**src/rtl/hazard_scoreboard_pkg.sv**
```systemverilog
// Shared CPU constants for the data-hazard scoreboard: register address width,
// forwarding select encoding and the result-latency classes.
package hazard_scoreboard_pkg;

    localparam int AW       = 5;

    // A forwarding select of k means "take the result from post-ID stage k".
    localparam int FWD_RF   = 0;

    localparam int LAT_ALU  = 1;
    localparam int LAT_LOAD = 2;

endpackage

```
**src/rtl/hazard_scoreboard_src_match.sv**
```systemverilog
// Resolves one ID source operand against every in-flight scoreboard entry.
// The youngest (lowest stage) matching entry decides between forward and stall.
module hazard_src_match #(
    parameter int AW     = hazard_scoreboard_pkg::AW,
    parameter int NSTAGE = 2,
    parameter int SELW   = $clog2(NSTAGE + 1)
) (
    input  logic                   i_id_valid,
    input  logic                   i_src_used,
    input  logic [AW-1:0]          i_src_addr,
    input  logic [NSTAGE-1:0]      i_ent_valid,
    input  logic [NSTAGE*AW-1:0]   i_ent_dst,
    input  logic [NSTAGE*SELW-1:0] i_ent_rem,
    output logic                   o_stall,
    output logic [SELW-1:0]        o_sel
);
    import hazard_scoreboard_pkg::*;

    // Walk oldest to youngest so the youngest match is the one left standing.
    always_comb begin
        o_stall = 1'b0;
        o_sel   = SELW'(FWD_RF);
        for (int k = NSTAGE; k >= 1; k--) begin
            if (i_id_valid && i_src_used && i_ent_valid[k-1] &&
                (i_ent_dst[(k-1)*AW +: AW] != '0) &&
                (i_ent_dst[(k-1)*AW +: AW] == i_src_addr)) begin
                if (i_ent_rem[(k-1)*SELW +: SELW] == '0) begin
                    o_stall = 1'b0;
                    o_sel   = SELW'(k);
                end else begin
                    o_stall = 1'b1;
                    o_sel   = SELW'(FWD_RF);
                end
            end
        end
    end

endmodule

```
**src/rtl/hazard_scoreboard.sv**
```systemverilog
// Data-hazard unit beside ID: shift-register scoreboard of in-flight writes with
// per-entry latency countdown, producing forwarding selects, stall and a stall counter.
module hazard_scoreboard
    import hazard_scoreboard_pkg::*;
#(
    parameter int AW     = hazard_scoreboard_pkg::AW,
    parameter int NSRC   = 2,
    parameter int NSTAGE = 2,
    parameter int SELW   = $clog2(NSTAGE + 1),
    parameter int CNTW   = 32
) (
    input  logic                   clk,
    input  logic                   rst_n,
    input  logic                   id_valid,
    input  logic [NSRC*AW-1:0]     id_src_addr,
    input  logic [NSRC-1:0]        id_src_used,
    input  logic                   id_reg_write,
    input  logic [AW-1:0]          id_dst_addr,
    input  logic [SELW-1:0]        id_lat,
    input  logic                   ex_hold,
    output logic [NSRC*SELW-1:0]   fwd_sel,
    output logic                   stall,
    output logic [CNTW-1:0]        stall_cycles
);

    // Stage k of the scoreboard lives at index k-1 of each flattened vector.
    logic [NSTAGE-1:0]      r_valid;
    logic [NSTAGE*AW-1:0]   r_dst;
    logic [NSTAGE*SELW-1:0] r_rem;
    logic [CNTW-1:0]        r_stallCnt;

    logic [NSRC-1:0]        w_srcStall;
    logic [SELW-1:0]        w_latClamp;
    logic                   w_issueWrite;
    logic [NSTAGE*SELW-1:0] w_remDec;

    for (genvar gi = 0; gi < NSRC; gi++) begin : g_src
        hazard_src_match #(
            .AW     (AW),
            .NSTAGE (NSTAGE),
            .SELW   (SELW)
        ) u_match (
            .i_id_valid  (id_valid),
            .i_src_used  (id_src_used[gi]),
            .i_src_addr  (id_src_addr[gi*AW +: AW]),
            .i_ent_valid (r_valid),
            .i_ent_dst   (r_dst),
            .i_ent_rem   (r_rem),
            .o_stall     (w_srcStall[gi]),
            .o_sel       (fwd_sel[gi*SELW +: SELW])
        );
    end

    assign stall        = (|w_srcStall) || ex_hold;
    assign stall_cycles = r_stallCnt;

    // A latency of 0 means the instruction produces nothing worth tracking.
    assign w_latClamp   = (id_lat > SELW'(NSTAGE)) ? SELW'(NSTAGE) : id_lat;
    assign w_issueWrite = id_valid && !stall && id_reg_write && (id_lat != '0);

    always_comb begin
        w_remDec = '0;
        for (int k = 0; k < NSTAGE; k++) begin
            w_remDec[k*SELW +: SELW] = (r_rem[k*SELW +: SELW] == '0) ?
                                       '0 : r_rem[k*SELW +: SELW] - SELW'(1);
        end
    end

    // Entries move one stage per unfrozen cycle; stage 1 takes the issuing write or a bubble.
    always_ff @(posedge clk or negedge rst_n) begin
        if (!rst_n) begin
            r_valid <= '0;
            r_dst   <= '0;
            r_rem   <= '0;
        end else if (!ex_hold) begin
            for (int k = NSTAGE; k >= 2; k--) begin
                r_valid[k-1]                <= r_valid[k-2];
                r_dst[(k-1)*AW +: AW]       <= r_dst[(k-2)*AW +: AW];
                r_rem[(k-1)*SELW +: SELW]   <= w_remDec[(k-2)*SELW +: SELW];
            end
            r_valid[0]        <= w_issueWrite;
            r_dst[0 +: AW]    <= w_issueWrite ? id_dst_addr : '0;
            r_rem[0 +: SELW]  <= w_issueWrite ? (w_latClamp - SELW'(1)) : '0;
        end
    end

    always_ff @(posedge clk or negedge rst_n) begin
        if (!rst_n) begin
            r_stallCnt <= '0;
        end else if (stall && (r_stallCnt != '1)) begin
            r_stallCnt <= r_stallCnt + CNTW'(1);
        end
    end

endmodule

```
**config.mk**
```make
export PLATFORM = sky130hd
export DESIGN_NAME = hazard_scoreboard
export DESIGN_NICKNAME = d
export VERILOG_FILES = /design/src/rtl/hazard_scoreboard_pkg.sv /design/src/rtl/hazard_scoreboard_src_match.sv /design/src/rtl/hazard_scoreboard.sv
export SDC_FILE = /design/constraint.sdc
export NUM_CORES = 1
export LEC_CHECK = 0
export CAP_MARGIN = 20
export CORE_ASPECT_RATIO = 1.2
export CORE_MARGIN = 2
export CORE_UTILIZATION = 40
export DETAILED_ROUTE_END_ITERATION = 7
export GPL_TIMING_DRIVEN = 0
export PLACE_DENSITY = 0.67
export SYNTH_ARGS = -nofsm -noshare
export SYNTH_HDL_FRONTEND = slang
export SYNTH_HIERARCHICAL = 1
export SYNTH_SLANG_ARGS = --single-unit
export TNS_END_PERCENT = 10
```
**constraint.sdc**
```tcl
create_clock -name clk -period 3.1 [get_ports clk]
set_input_delay 0.93 -clock clk [delete_from_list [all_inputs] [get_ports clk]]
set_output_delay 0.93 -clock clk [all_outputs]
set_load 0.05 [all_outputs]
```
# [Word-level counts from Yosys, hierarchy flattened]
# Index checks and enable logic that the tools add are counted.
[word_totals] register_bits=48 out_inout_bits=37 wordCells=55
[classes] addsub=3 magnitude_cmp=1 n_eq_ne=5 mux=16 reduce_logical=26
[ops] cell="32-bit by 1-bit adder with 32-bit output, second input constant" count=1
[ops] cell="32-bit inequality test, second input constant" count=1
[ops] cell="5-bit equality test" count=4
[ops] cell="1-bit logical AND" count=18
[ops] cell="2-bit two-way mux" count=8
[ops] cell="5-bit nonzero test" count=2
[ops] cell="1-bit two-way mux" count=7
[ops] cell="5-bit two-way mux" count=1
[ops] cell="2-bit zero test" count=2
[ops] cell="2-bit by 1-bit subtractor with 2-bit output, second input constant" count=2
[ops] cell="2-bit > comparator, second input constant" count=1
[ops] cell="2-bit nonzero test" count=1
[ops] cell="2-bit OR reduction" count=1
[ops] cell="1-bit zero test" count=1
[ops] cell="1-bit logical OR" count=1

# [Depth between registers and ports, before layout]
[depth] ltp_word=13 mapped_depth=9 depth_no_buf=9

# [Hierarchy]
# Netlist, hierarchy kept.
[by_module_without_submodules] module="hazard_scoreboard" instances=1 cells_per_inst=184 area_each_um2=2167.1 seq_area_each_um2=1201.2
[by_module_without_submodules] module="hazard_src_match" instances=2 cells_per_inst=29 area_each_um2=197.7 seq_area_each_um2=0.0

# [Worst setup path after synthesis]
# OpenSTA, ideal clock, no wires.
[synth_path] path_type="input to output" start="input port id_src_addr[2]" end="output port fwd_sel[0]" arrival_time_ns=2.466 required_ns=2.170 slack_ns=-0.296 stages=4 n_path_buf=0 cell_sequence="xor2_1 -> nor3_2 -> nand4_1 -> nor3_1"
[synth_via] elab_chain_len=4
[synth_lines] item="start, declared" line_no="hazard_scoreboard.sv:15" text="input logic [NSRC*AW-1:0] id_src_addr,"
[synth_lines] item="5-bit equality test" line_no="hazard_scoreboard_src_match.sv:26" text="(i_ent_dst[(k-1)*AW +: AW] == i_src_addr)) begin"
[synth_lines] item="1-bit logical AND" line_no="hazard_scoreboard_src_match.sv:25" text="(i_ent_dst[(k-1)*AW +: AW] != '0) &&"
[synth_lines] item="2-bit two-way mux" line_no="hazard_scoreboard_src_match.sv:24" text="if (i_id_valid && i_src_used && i_ent_valid[k-1] &&"
[synth_lines] item="2-bit two-way mux *" line_no="hazard_scoreboard_src_match.sv:24"
[synth_lines] item="end, declared" line_no="hazard_scoreboard.sv:21" text="output logic [NSRC*SELW-1:0] fwd_sel,"
# Mark *: on every way between the ends. The rest lies on a longest branch, timed or not.

# [Worst setup path in the final report]
[layout_path] start="input port id_valid" end="output port stall"
[layout_via] elab_chain_len=8
[layout_lines] item="start, declared" line_no="hazard_scoreboard.sv:14" text="input logic id_valid,"
[layout_lines] item="1-bit logical AND *" line_no="hazard_scoreboard_src_match.sv:24"
[layout_lines] item="1-bit logical AND (2 in a row)" line_no="hazard_scoreboard_src_match.sv:24"
[layout_lines] item="1-bit logical AND" line_no="hazard_scoreboard_src_match.sv:25"
[layout_lines] item="1-bit two-way mux" line_no="hazard_scoreboard_src_match.sv:24"
[layout_lines] item="1-bit two-way mux *" line_no="hazard_scoreboard_src_match.sv:24"
[layout_lines] item="via w_srcStall[1]" line_no="hazard_scoreboard.sv:32" text="logic [NSRC-1:0] w_srcStall;"
[layout_lines] item="2-bit OR reduction *" line_no="hazard_scoreboard.sv:54" text="assign stall = (|w_srcStall) || ex_hold;"
[layout_lines] item="1-bit logical OR *" line_no="hazard_scoreboard.sv:54"
[layout_lines] item="end, declared" line_no="hazard_scoreboard.sv:22" text="output logic stall,"
# Mark *: on every way through the listed nets, which the timed path passes. The rest lies on a longest branch.

==> results.md <==
- Outcome: finished, violations left
- Violated checks: setup timing
- Final wirelength: 6150 µm
- Horiz. Die Dim: 77.1 µm
- Number of synthesized flops with an enable pin: 0
- CTS tree: done
- Fraction of registers with async set/reset: 1.00
- Arrival time worst endpoint: 2.26 ns
- Final critical path time including I/O delays and setup: 3.19 ns
- Summed area of non-filler cells in the final layout: 3430 µm²
- Ant diodes: 0
- Clock sink count: 48
- I/O pins: 61
- Slew at the pin closest to its max-slew limit: 0.759 ns
- CP delay by family, top: buffers and inverters
- Warnings from Yosys: 6
- Switching share of power: 0.350
- PortBufs: 59
- Number of max-slew violations in the final report: 0
- Post-placement cell area: 3280 µm²
- Number of DRC markers in iteration 0: 88
- Required time of the worst setup path: 2.17 ns
- Cell count along the critical path: 8
- DRC: 0
- Top cell type's share of synthesized area: 0.469
- Post-synthesis cell count: 242
- Total Power Consumption: 1.74 mW
- Number of cells in the design after placement: 384
- Leakage dissipation: 1.48 nW
- Leading cell types by total area after synthesis: sky130_fd_sc_hd__dfrtp_1, sky130_fd_sc_hd__xor2_1, sky130_fd_sc_hd__xnor2_1
- Setup WS post-layout: -0.0893 ns
- Peak supply drop: 0.556 mV
- Routed vias: 2072
- Clock-pin slew of the registers on the worst-case setup and hold paths: 0.08 ns
- Post-synthesis sequential element count: 48
- Critical Path End Type: primary output
- Aggregate global-route resource usage: 0.183
- Final #Nets: 340
- Clock Latency Late Sink: 0.29 ns
- Reg-to-Reg End: stall_cycles[21]
- Share of power burned in registers: 0.455
- RSZ-0062 raised after global routing: true
- Seq/Total Area, Yosys: 0.469
- Synth Cell Area: 2560 µm²
- Crit start category: input pin
- Flip-flop cell with the highest count after synthesis: sky130_fd_sc_hd__dfrtp_1
- Final core utilization: 0.559
- Post-Syn Nets: 267
- Initial antenna violation count: 0
- Power per cell area: 506 nW/µm²
- Mean Syn Cell Area: 10.6 µm²
- Setup skew after layout: 0.00521 ns
- Post-DRT Antenna Nets: 0
- Std cell rows: 31
- Slowest library cell on the worst path: sky130_fd_sc_hd__clkdlybuf4s15_1
- Number of global-route vias before repair: 2088
- Area occupied by multi-input gates: 1370 µm²
- Routed vias/inst: 5.23
- CP Launch Point: id_valid
- Final setup violation count: 4
- Cell accounting for the most synthesized area: sky130_fd_sc_hd__dfrtp_1
- Overflow after GRT: 0
- H-tree Lvls: 2
- Reg-to-reg slack, setup: 0.16 ns
- Share of final-layout standard cells stronger than drive strength 1: 0.178
- Critical-path cell list: clkdlybuf4s15_1, and3_1, nand4_1, mux2i_1, nor3_2, buf_4, inv_2, buf_8
- Worst min-delay path class: reg2reg
- DP HPWL: 4570 µm
- CP bufs+invs: 4
- Reg-to-Reg Start: r_dst[0]
- Net Switching: 607 µW
- Buffer cell driving the clock tree root: sky130_fd_sc_hd__clkbuf_8
- DIE HEIGHT: 91.7 µm
- Largest stage delay on the critical path: 0.28 ns
- Filler cells: 581
- First-pass GRT wire length: 10300 µm
- Achievable frequency: 314 MHz
- DR pass1 iterations: 4
- Top library cells by usage in the layout, fill and taps aside: sky130_fd_sc_hd__dfrtp_1, sky130_fd_sc_hd__clkdlybuf4s50_1, sky130_fd_sc_hd__xor2_1
- Share of power burned in the clock network: 0.241
- Number of max-cap violations: 0
- Layout overhead on the synthesized area: 33.7%
- Internal portion of total power: 1.13 mW
- Placeable core region: 6130 µm²
- Timing endpoint of the critical path: stall
- WL/cell: 15.5 µm
- Maximum number of pins on one net before global-route repair: 38
- Power share of the combinational group: 0.304
- Most frequent standard cell in the layout excluding fill and tap cells: sky130_fd_sc_hd__dfrtp_1
- Die Area: 7060 µm²
- Number of distinct library cells after synthesis: 37
- Final standard cell count with taps included and fillers excluded: 396
- Routability-driven placement congestion ratio: 0.832
- Initial core utilization: 0.418
- Worst-path fanout max: 7
- Final Hold Vio Count: 0
- Share of the clock period used by the worst path: 1.03
- Longest Clk Path Bufs: 2
- Worst rel slew slack: 0.490
- Setup slack at placement: -1.19 ns
- Clock buffer count from CTS: 5
- Critical path class: in2out
- Number of cells traversed by the worst register-to-register path: 11
- Register cell area after layout: 1200 µm²
==> kinds of logic (layout without fill, tap and decap cells) <==
logic type	Yosys count	after routing	synth area share
xor gates and xnor gates	47	47	0.161
and+or+nand+nor	109	109	0.245
buffers and inverters	7	79	0.0117
muxes	9	9	0.0386
DFF	48	48	0.469
adders and majority gates	1	1	0.00488
AOI/OAI and AO/OA	21	21	0.0708
==> cells in the mapped netlist, types with 2 or more instances <==
cell / number
sky130_fd_sc_hd__nand2b_1: 3
sky130_fd_sc_hd__nand2_1: 22
sky130_fd_sc_hd__o211ai_1: 2
sky130_fd_sc_hd__and4_1: 3
sky130_fd_sc_hd__nor3_1: 12
sky130_fd_sc_hd__xnor2_1: 21
sky130_fd_sc_hd__and4_2: 2
sky130_fd_sc_hd__nor2_1: 12
sky130_fd_sc_hd__and3_1: 7
sky130_fd_sc_hd__dfrtp_1: 48
sky130_fd_sc_hd__or2_0: 4
sky130_fd_sc_hd__xor2_1: 26
sky130_fd_sc_hd__o21ai_1: 2
sky130_fd_sc_hd__mux2i_1: 2
sky130_fd_sc_hd__inv_1: 5
sky130_fd_sc_hd__nor3_2: 3
sky130_fd_sc_hd__a22o_1: 6
sky130_fd_sc_hd__nand4_1: 16
sky130_fd_sc_hd__nor4_1: 9
sky130_fd_sc_hd__or4_4: 2
sky130_fd_sc_hd__o21ai_0: 4
sky130_fd_sc_hd__nand3_1: 10
sky130_fd_sc_hd__mux2_2: 7
==> power by group through the flow <==
| stage | Clock (mW) | Sequential, mW | Combinational (mW) |
|---|---|---|---|
| CTS | 0.435 | 0.790 | 0.527 |
| finish | 0.418 | 0.789 | 0.528 |
| detailed placement | 0 | 0.801 | 0.526 |
| global placement | 0 | 0.801 | 0.518 |
| floorplan | 0 | 0.981 | 0.138 |
| global route | 0.460 | 0.803 | 0.565 |
==> registers in the layout, indices dropped and copies added, names as in the netlist <==
name          flops
r_dst            10
r_rem             4
stall_cycles     32
r_valid           2
==> worst min-delay path by stage <==
| stage | from | end | slack [ns] | cells after the start |
|---|---|---|---|---|
| 3_5_place_dp | stall_cycles[31] | stall_cycles[31] | 0.49 | 1 |
| 3_3_place_gp | stall_cycles[31] | stall_cycles[31] | 0.49 | 1 |
| 6_report | stall_cycles[31] | stall_cycles[31] | 0.50 | 1 |
| 5_1_grt | rst_n | stall_cycles[3] | 0.51 | 1 |
| 4_1_cts | rst_n | stall_cycles[3] | 0.51 | 1 |
| 2_1_floorplan | r_valid[0] | r_valid[0] | 0.48 | 1 |
==> timing repair <==
item | 4_1_cts | 5_1_grt
setup buffers | 3 | 4
cloned | 0 | 0
endpoints found under the setup margin | 21 | 16
pin swaps | 12 | 15
hold buffers | 0 | 0
gates resized for setup | 63 | 15
==> cell type report <==
class                      count  share of cell area
timing repair buffer          66               0.181
tap                           82              0.0299
clock buffer                   5              0.0201
clock inverter                 1             0.00877
inverter                       5             0.00548
sequential                    48               0.351
multi-input combinational    187               0.401
buffer                         2             0.00329
==> routing by layer <==
| layer | up-vias | GRT usage | share of wire |
|---|---|---|---|
| met5 | - | 0 | 0 |
| met4 | 0 | 0.0506 | 0.016 |
| met3 | 11 | 0.0404 | 0.052 |
| met2 | 57 | 0.317 | 0.50 |
| met1 | 990 | 0.230 | 0.43 |
| li1 | 1014 | - | - |
==> per-stage QoR <==
| step | TNS, ns | hold slack, ns |
|---|---|---|
| detailed placement | -16.77 | 0.494 |
| finish | -0.209 | 0.498 |
| global placement | -27.68 | 0.493 |
| global route | -1.27 | 0.514 |
| floorplan | -0.296 | 0.479 |
| CTS | -0.201 | 0.507 |
==> worst reg2reg max path: stages (launching register included) <==
cell	delay, ns
sky130_fd_sc_hd__dfrtp_1	0.47
sky130_fd_sc_hd__nor4_1	0.36
sky130_fd_sc_hd__o21ai_2	0.11
sky130_fd_sc_hd__nand4_1	0.16
sky130_fd_sc_hd__mux2i_1	0.23
sky130_fd_sc_hd__nor3_2	0.07
sky130_fd_sc_hd__buf_4	0.15
sky130_fd_sc_hd__or4_4	0.59
sky130_fd_sc_hd__a211oi_4	0.26
sky130_fd_sc_hd__buf_6	0.16
sky130_fd_sc_hd__nand4_1	0.11
sky130_fd_sc_hd__xnor2_1	0.15
(Power assumes the default switching activity.)
